--- config.mk ---
export PLATFORM = sky130hd
export DESIGN_NAME = cacheline_adaptor_flat
export DESIGN_NICKNAME = d
export VERILOG_FILES = /design/src/rtl/cacheline_adaptor_pkg.sv /design/src/rtl/cacheline_adaptor_if.sv /design/src/rtl/cacheline_adaptor.sv /design/src/flat_wrapper.sv
export SDC_FILE = /design/constraint.sdc
export NUM_CORES = 1
export LEC_CHECK = 0
export ABC_CLOCK_PERIOD_IN_PS = 2900
export CORE_AREA = 2 2 280 282
export DETAILED_ROUTE_END_ITERATION = 8
export DIE_AREA = 0 0 282 284
export HOLD_SLACK_MARGIN = 0.08
export SLEW_MARGIN = 20
export SYNTH_ARGS = -nofsm -noshare
export SYNTH_HDL_FRONTEND = slang
export SYNTH_SLANG_ARGS = --single-unit
--- constraint.sdc ---
create_clock -name clk -period 2.9 [get_ports clk]
set_input_delay 0.435 -clock clk [delete_from_list [all_inputs] [get_ports clk]]
set_output_delay 0.435 -clock clk [all_outputs]
set_load 0.02 [all_outputs]
--- src/rtl/cacheline_adaptor_pkg.sv ---
// Shared types and constants for the cacheline adaptor.
// A 256-bit cacheline moves as four 64-bit beats on the physical-memory bus.
package cacheline_adaptor_pkg;

  localparam int S_OFFSET  = 5;
  localparam int S_LINE    = 256;
  localparam int S_BURST   = 64;
  localparam int NUM_BEATS = S_LINE / S_BURST;

  typedef logic [S_LINE-1:0]  llc_cacheline;
  typedef logic [S_BURST-1:0] burst_t;

  typedef enum logic [1:0] {
    IDLE = 2'd0,
    RD   = 2'd1,
    WR   = 2'd2,
    DONE = 2'd3
  } adaptor_state_t;

  localparam logic [31:0] OFFSET_MASK = (32'd1 << S_OFFSET) - 32'd1;

  // Align a byte address down to the start of its cacheline.
  function automatic logic [31:0] line_addr(input logic [31:0] addr);
    return addr & ~OFFSET_MASK;
  endfunction

endpackage

--- src/rtl/cacheline_adaptor_if.sv ---
// Cache-side and memory-side signals of the cacheline adaptor.
// The adaptor uses the slave modport; the driving environment uses master.
interface cacheline_adaptor_if;
  import cacheline_adaptor_pkg::*;

  // cache side
  logic [31:0]  address_i;
  logic         read_i;
  logic         write_i;
  llc_cacheline line_i;
  llc_cacheline line_o;
  logic         resp_o;

  // physical-memory side
  burst_t       burst_i;
  burst_t       burst_o;
  logic [31:0]  address_o;
  logic         read_o;
  logic         write_o;
  logic         resp_i;

  modport slave (
    input  address_i, read_i, write_i, line_i, burst_i, resp_i,
    output line_o, resp_o, burst_o, address_o, read_o, write_o
  );

  modport master (
    output address_i, read_i, write_i, line_i, burst_i, resp_i,
    input  line_o, resp_o, burst_o, address_o, read_o, write_o
  );

endinterface

--- src/rtl/cacheline_adaptor.sv ---
// Cacheline adaptor: turns one 256-bit line read/write into a four-beat
// 64-bit burst and buffers the whole line in both directions.
// Optional feature: define CACHELINE_ADAPTOR_PERF_CNT_EN to add the
// perf_rd_o / perf_wr_o completed-transaction counters.
module cacheline_adaptor
  import cacheline_adaptor_pkg::*;
(
  input  logic                clk,
  input  logic                rst,
  cacheline_adaptor_if.slave  bus
`ifdef CACHELINE_ADAPTOR_PERF_CNT_EN
  ,
  output logic [31:0]         perf_rd_o,
  output logic [31:0]         perf_wr_o
`endif
);

  localparam logic [1:0] LAST_BEAT = 2'(NUM_BEATS - 1);

  adaptor_state_t                    r_state;
  logic [1:0]                        r_beat;
  logic [NUM_BEATS-1:0][S_BURST-1:0] r_buf;
  logic [31:0]                       r_addr;
  logic                              r_read;
  logic                              r_write;
  logic                              r_resp;

  // Request capture, beat sequencing and the registered bus handshake outputs.
  always_ff @(posedge clk or negedge rst) begin
    if (!rst) begin
      r_state <= IDLE;
      r_beat  <= 2'd0;
      r_buf   <= '0;
      r_addr  <= 32'd0;
      r_read  <= 1'b0;
      r_write <= 1'b0;
      r_resp  <= 1'b0;
    end else begin
      case (r_state)
        IDLE: begin
          // read wins over a simultaneous write; the write line is not latched
          if (bus.read_i) begin
            r_addr  <= line_addr(bus.address_i);
            r_read  <= 1'b1;
            r_state <= RD;
          end else if (bus.write_i) begin
            r_addr  <= line_addr(bus.address_i);
            r_buf   <= bus.line_i;
            r_write <= 1'b1;
            r_state <= WR;
          end else begin
            r_state <= IDLE;
          end
        end
        RD: begin
          if (bus.resp_i) begin
            r_buf[r_beat] <= bus.burst_i;
            r_beat        <= r_beat + 2'd1;
            if (r_beat == LAST_BEAT) begin
              r_read  <= 1'b0;
              r_resp  <= 1'b1;
              r_state <= DONE;
            end else begin
              r_state <= RD;
            end
          end else begin
            r_state <= RD;
          end
        end
        WR: begin
          if (bus.resp_i) begin
            r_beat <= r_beat + 2'd1;
            if (r_beat == LAST_BEAT) begin
              r_write <= 1'b0;
              r_resp  <= 1'b1;
              r_state <= DONE;
            end else begin
              r_state <= WR;
            end
          end else begin
            r_state <= WR;
          end
        end
        DONE: begin
          r_resp  <= 1'b0;
          r_beat  <= 2'd0;
          r_state <= IDLE;
        end
        default: begin
          r_read  <= 1'b0;
          r_write <= 1'b0;
          r_resp  <= 1'b0;
          r_beat  <= 2'd0;
          r_state <= IDLE;
        end
      endcase
    end
  end

  assign bus.read_o    = r_read;
  assign bus.write_o   = r_write;
  assign bus.resp_o    = r_resp;
  assign bus.address_o = r_addr;
  assign bus.line_o    = r_buf;
  // the write beat follows the beat counter directly so memory sees it the same cycle
  assign bus.burst_o   = r_buf[r_beat];

`ifdef CACHELINE_ADAPTOR_PERF_CNT_EN
  logic        r_op_wr;
  logic [31:0] r_perf_rd;
  logic [31:0] r_perf_wr;

  // Remember the accepted operation and count it once in its DONE cycle.
  always_ff @(posedge clk or negedge rst) begin
    if (!rst) begin
      r_op_wr   <= 1'b0;
      r_perf_rd <= 32'd0;
      r_perf_wr <= 32'd0;
    end else begin
      if (r_state == IDLE) begin
        if (bus.read_i) begin
          r_op_wr <= 1'b0;
        end else if (bus.write_i) begin
          r_op_wr <= 1'b1;
        end else begin
          r_op_wr <= r_op_wr;
        end
      end else if (r_state == DONE) begin
        if (r_op_wr) begin
          r_perf_wr <= r_perf_wr + 32'd1;
        end else begin
          r_perf_rd <= r_perf_rd + 32'd1;
        end
      end else begin
        r_op_wr <= r_op_wr;
      end
    end
  end

  assign perf_rd_o = r_perf_rd;
  assign perf_wr_o = r_perf_wr;
`endif

endmodule

--- src/flat_wrapper.sv ---
// flat-port wrapper written by rule: the top's interface ports become plain ports
module cacheline_adaptor_flat import cacheline_adaptor_pkg::*;
  (clk, rst, bus_address_i, bus_read_i, bus_write_i, bus_line_i, bus_burst_i, bus_resp_i, bus_line_o, bus_resp_o, bus_burst_o, bus_address_o, bus_read_o, bus_write_o);
  cacheline_adaptor_if bus_i ();
  input  logic clk;
  input  logic rst;
  input wire logic [$bits(bus_i.address_i)-1:0] bus_address_i;
  input wire logic [$bits(bus_i.read_i)-1:0] bus_read_i;
  input wire logic [$bits(bus_i.write_i)-1:0] bus_write_i;
  input wire logic [$bits(bus_i.line_i)-1:0] bus_line_i;
  input wire logic [$bits(bus_i.burst_i)-1:0] bus_burst_i;
  input wire logic [$bits(bus_i.resp_i)-1:0] bus_resp_i;
  output wire logic [$bits(bus_i.line_o)-1:0] bus_line_o;
  output wire logic [$bits(bus_i.resp_o)-1:0] bus_resp_o;
  output wire logic [$bits(bus_i.burst_o)-1:0] bus_burst_o;
  output wire logic [$bits(bus_i.address_o)-1:0] bus_address_o;
  output wire logic [$bits(bus_i.read_o)-1:0] bus_read_o;
  output wire logic [$bits(bus_i.write_o)-1:0] bus_write_o;
  assign bus_i.address_i = bus_address_i;
  assign bus_i.read_i = bus_read_i;
  assign bus_i.write_i = bus_write_i;
  assign bus_i.line_i = bus_line_i;
  assign bus_i.burst_i = bus_burst_i;
  assign bus_i.resp_i = bus_resp_i;
  assign bus_line_o = bus_i.line_o;
  assign bus_resp_o = bus_i.resp_o;
  assign bus_burst_o = bus_i.burst_o;
  assign bus_address_o = bus_i.address_o;
  assign bus_read_o = bus_i.read_o;
  assign bus_write_o = bus_i.write_o;
  cacheline_adaptor u_core (.clk(clk), .rst(rst), .bus(bus_i));
endmodule
==> results.json <==
{
  "yosys.cell_types.count": 29,
  "drc": 0,
  "ys_seq_area_share_pct": 44.7,
  "track_usage_pct": 16.4,
  "wl_mm": 68.7,
  "total_power_mw": 33.3,
  "ys_async_sr_fraction_pct": 100,
  "grt_pass1_vias": 15000,
  "max_freq_mhz": 355,
  "ir_drop_mv": 0.730,
  "hold_class": "primary input to async pin",
  "p_leak_nw": 10.8,
  "antenna_found_initial": 2,
  "holdWs_ps": 443,
  "slowest_stage": "clkdlybuf4s50_1",
  "critical_path_required_ps": 2470,
  "drtIter0Drc": 568,
  "htree_levels": 2,
  "route.met3.wl_mm": 4.88,
  "synth_cells": 1433,
  "synth_edf_count": 0,
  "synth-seq-cells": 290,
  "via_per_inst": 4.34,
  "avgSynthCellArea_um2": 11.3,
  "fin_setup_tns_ps": 0,
  "grt_pass1_wl_mm": 99.3,
  "cts_buffers": 36,
  "rows": 102,
  "critPathKind": "flop to output port",
  "nNetsFinal": 2507,
  "maxSlewHeadroom_pct": 25.8,
  "critPathMaxFanout": 32,
  "coreArea_um2": 77000,
  "die-area_um2": 80100,
  "regToRegSetupSlack_ps": 230,
  "die_x_um": 282,
  "yosysTopAreaCellShare_pct": 44.7,
  "numPortBuffers": 701,
  "power_density_nw_per_um2": 1280,
  "period_minus_slack_ps": 2810,
  "drt-met1-wl_mm": 27.4,
  "endpoint_kind": "output port",
  "netlist_top_cells_area": "dfrtp_1 (45%), mux2i_1 (12%), mux4_2 (8.9%)",
  "synth_area_um2": 16200,
  "grt_max_degree": 95,
  "dr.pass1.iters": 4,
  "outcome": "completed",
  "cp.arrival_ps": 2380,
  "dr_total_vias": 13900,
  "final_antenna_net_count": 0,
  "cts_max_path_buffers": 3,
  "routabilityCongestion": 0.863,
  "layout-drive-gt1-share_pct": 14.4,
  "die_y_um": 284,
  "cts_tree": "done",
  "wl_per_cell_um": 21.5,
  "ys.flop_type": "dfrtp_1",
  "start_util_pct": 21.1,
  "routed-wl-met2_mm": 34.1,
  "dpl.hpwl_mm": 48.3,
  "cp_cell_sequence": "buf_16, mux4_2, clkdlybuf4s50_1",
  "min_period_over_period_pct": 97.0,
  "finalHoldViolations": 0,
  "io-pin-count": 712,
  "yosys.area.top_type": "dfrtp_1",
  "path_clk_slew_ps": 60,
  "clock_skew_ps": 19.2,
  "setup_violations": 0,
  "worst_path_largest_cell_delay_ps": 560,
  "clock_sinks": 290,
  "maxUsedRoutingLayer": "met5",
  "clock_latency_ps": 540,
  "grt_setup_unrepaired": "no",
  "start_kind": "flop",
  "synth-warning-count": 0,
  "n_antenna_cell": 0,
  "cap_violations": 0,
  "cts-root-buf": "clkbuf_16",
  "slew_violations": 0,
  "grt_overflow": 0,
  "area_delta_synth_final_pct": 60.3,
  "worst_pin_slew_ps": 1110
}
[sequential cells by signal, indices dropped and copies added, names as in the netlist]
name,cells
u_core.bus.address_o,27
u_core.bus.line_o,256
u_core.bus.read_o,1
u_core.bus.resp_o,1
u_core.bus.write_o,1
u_core.r_beat,2
u_core.r_state,2
[cell families after synthesis]
| group | Yosys count | share of synthesized area (%) |
|---|---|---|
| compound gates | 208 | 6.74 |
| fa+ha+maj | 12 | 0.925 |
| buf+inv | 298 | 7.74 |
| flops | 290 | 44.7 |
| mux | 416 | 31.8 |
| other cells | 1 | 0.0231 |
| simple gates | 208 | 8.04 |
[cell type report]
type                    instances  area (µm²)
flip-flops and latches        290        7260
multi-input cells             849        7770
clock buffers                  55        1080
inverters                     198         743
clock inverters                 5        50.0
well taps                    1040        1300
repair buffers                763        7790
fillers                      7740       51000
[worst max-delay path, delay by kind of cell (launching register included)]
kind     cells  cell delay (ps)
buf+inv      2              870
flops        1              520
mux          1              370
[routing by layer]
metal | up-vias | GRT usage [%]
li1 | 6264 | -
met1 | 6960 | 19.1
met2 | 553 | 29.1
met3 | 99 | 3.95
met4 | 4 | 5.47
met5 | - | 0
[cells in the mapped netlist, types with 2 or more instances]
library cell,number
mux2i_1,196
a21oi_1,194
buf_1,3
mux2_1,36
ha_1,12
nor2b_1,199
clkbuf_1,59
a2111oi_0,3
mux4_2,64
buf_4,21
inv_1,198
o21ai_0,2
mux2_2,120
and2_1,3
o31ai_1,3
buf_2,11
buf_6,6
nand2b_1,3
dfrtp_1,290
[stage by stage]
stage	utilization, %	instances	cell area (µm²)	setup WS (ps)
floorplan	-	1437	16200	344
global placement	32.1	3125	24700	295
detailed placement	32.1	3125	24700	220
CTS	33.6	3189	25900	1.53
global route	33.8	3200	26000	6.82
finish	33.8	3200	26000	86.7
[power breakdown]
part | switching [mW] | total, mW | internal, mW
sequential | 2.01 | 8.23 | 6.22
clock | 1.77 | 4.41 | 2.64
combinational | 10.7 | 20.6 | 9.98
[path summary, 6_finish.rpt]
kind | startpoint | endpoint | cells after the start
max | u_core.r_beat[1] | bus_burst_o[40] | 3
min | rst | u_core.bus.line_o[187] | 2
max reg2reg | u_core.r_state[1] | u_core.bus.line_o[48] | 7
min reg2reg | u_core.bus.address_o[5] | u_core.bus.address_o[5] | 1
max in group asynchronous | rst | u_core.bus.line_o[107] | 3
min in group clk | u_core.bus.address_o[5] | u_core.bus.address_o[5] | 1
[timing repair]
action / in CTS / in global routing
hold endpoints to repair: 56 / 0
hold buffers: 1 / 0
setup buffers: 2 / 10
pin swaps: 0 / 0
gates cloned: 1 / 1
resized for setup: 52 / 4
setup endpoints to repair: 55 / 12
[placed cells by master, fill, tap and decap left out, types with 2 or more instances in the layout]
cell type        instances
clkdlybuf4s50_1        646
dfrtp_1                288
nor2b_1                199
inv_1                  198
mux2i_1                196
a21oi_1                194
mux2_2                 120
mux4_2                  64
dlygate4sd2_1           49
clkbuf_16               38
mux2_1                  36
buf_4                   36
buf_12                  22
ha_1                    11
clkbuf_8                 9
clkbuf_1                 9
conb_1                   5
clkinv_2                 4
dlymetal6s2s_1           4
nand2b_1                 3
and2_4                   3
a2111oi_2                3
o31ai_1                  3
buf_16                   3
o21ai_0                  2
dfrtp_4                  2
No activity file was read; power rests on OpenSTA's default activity.
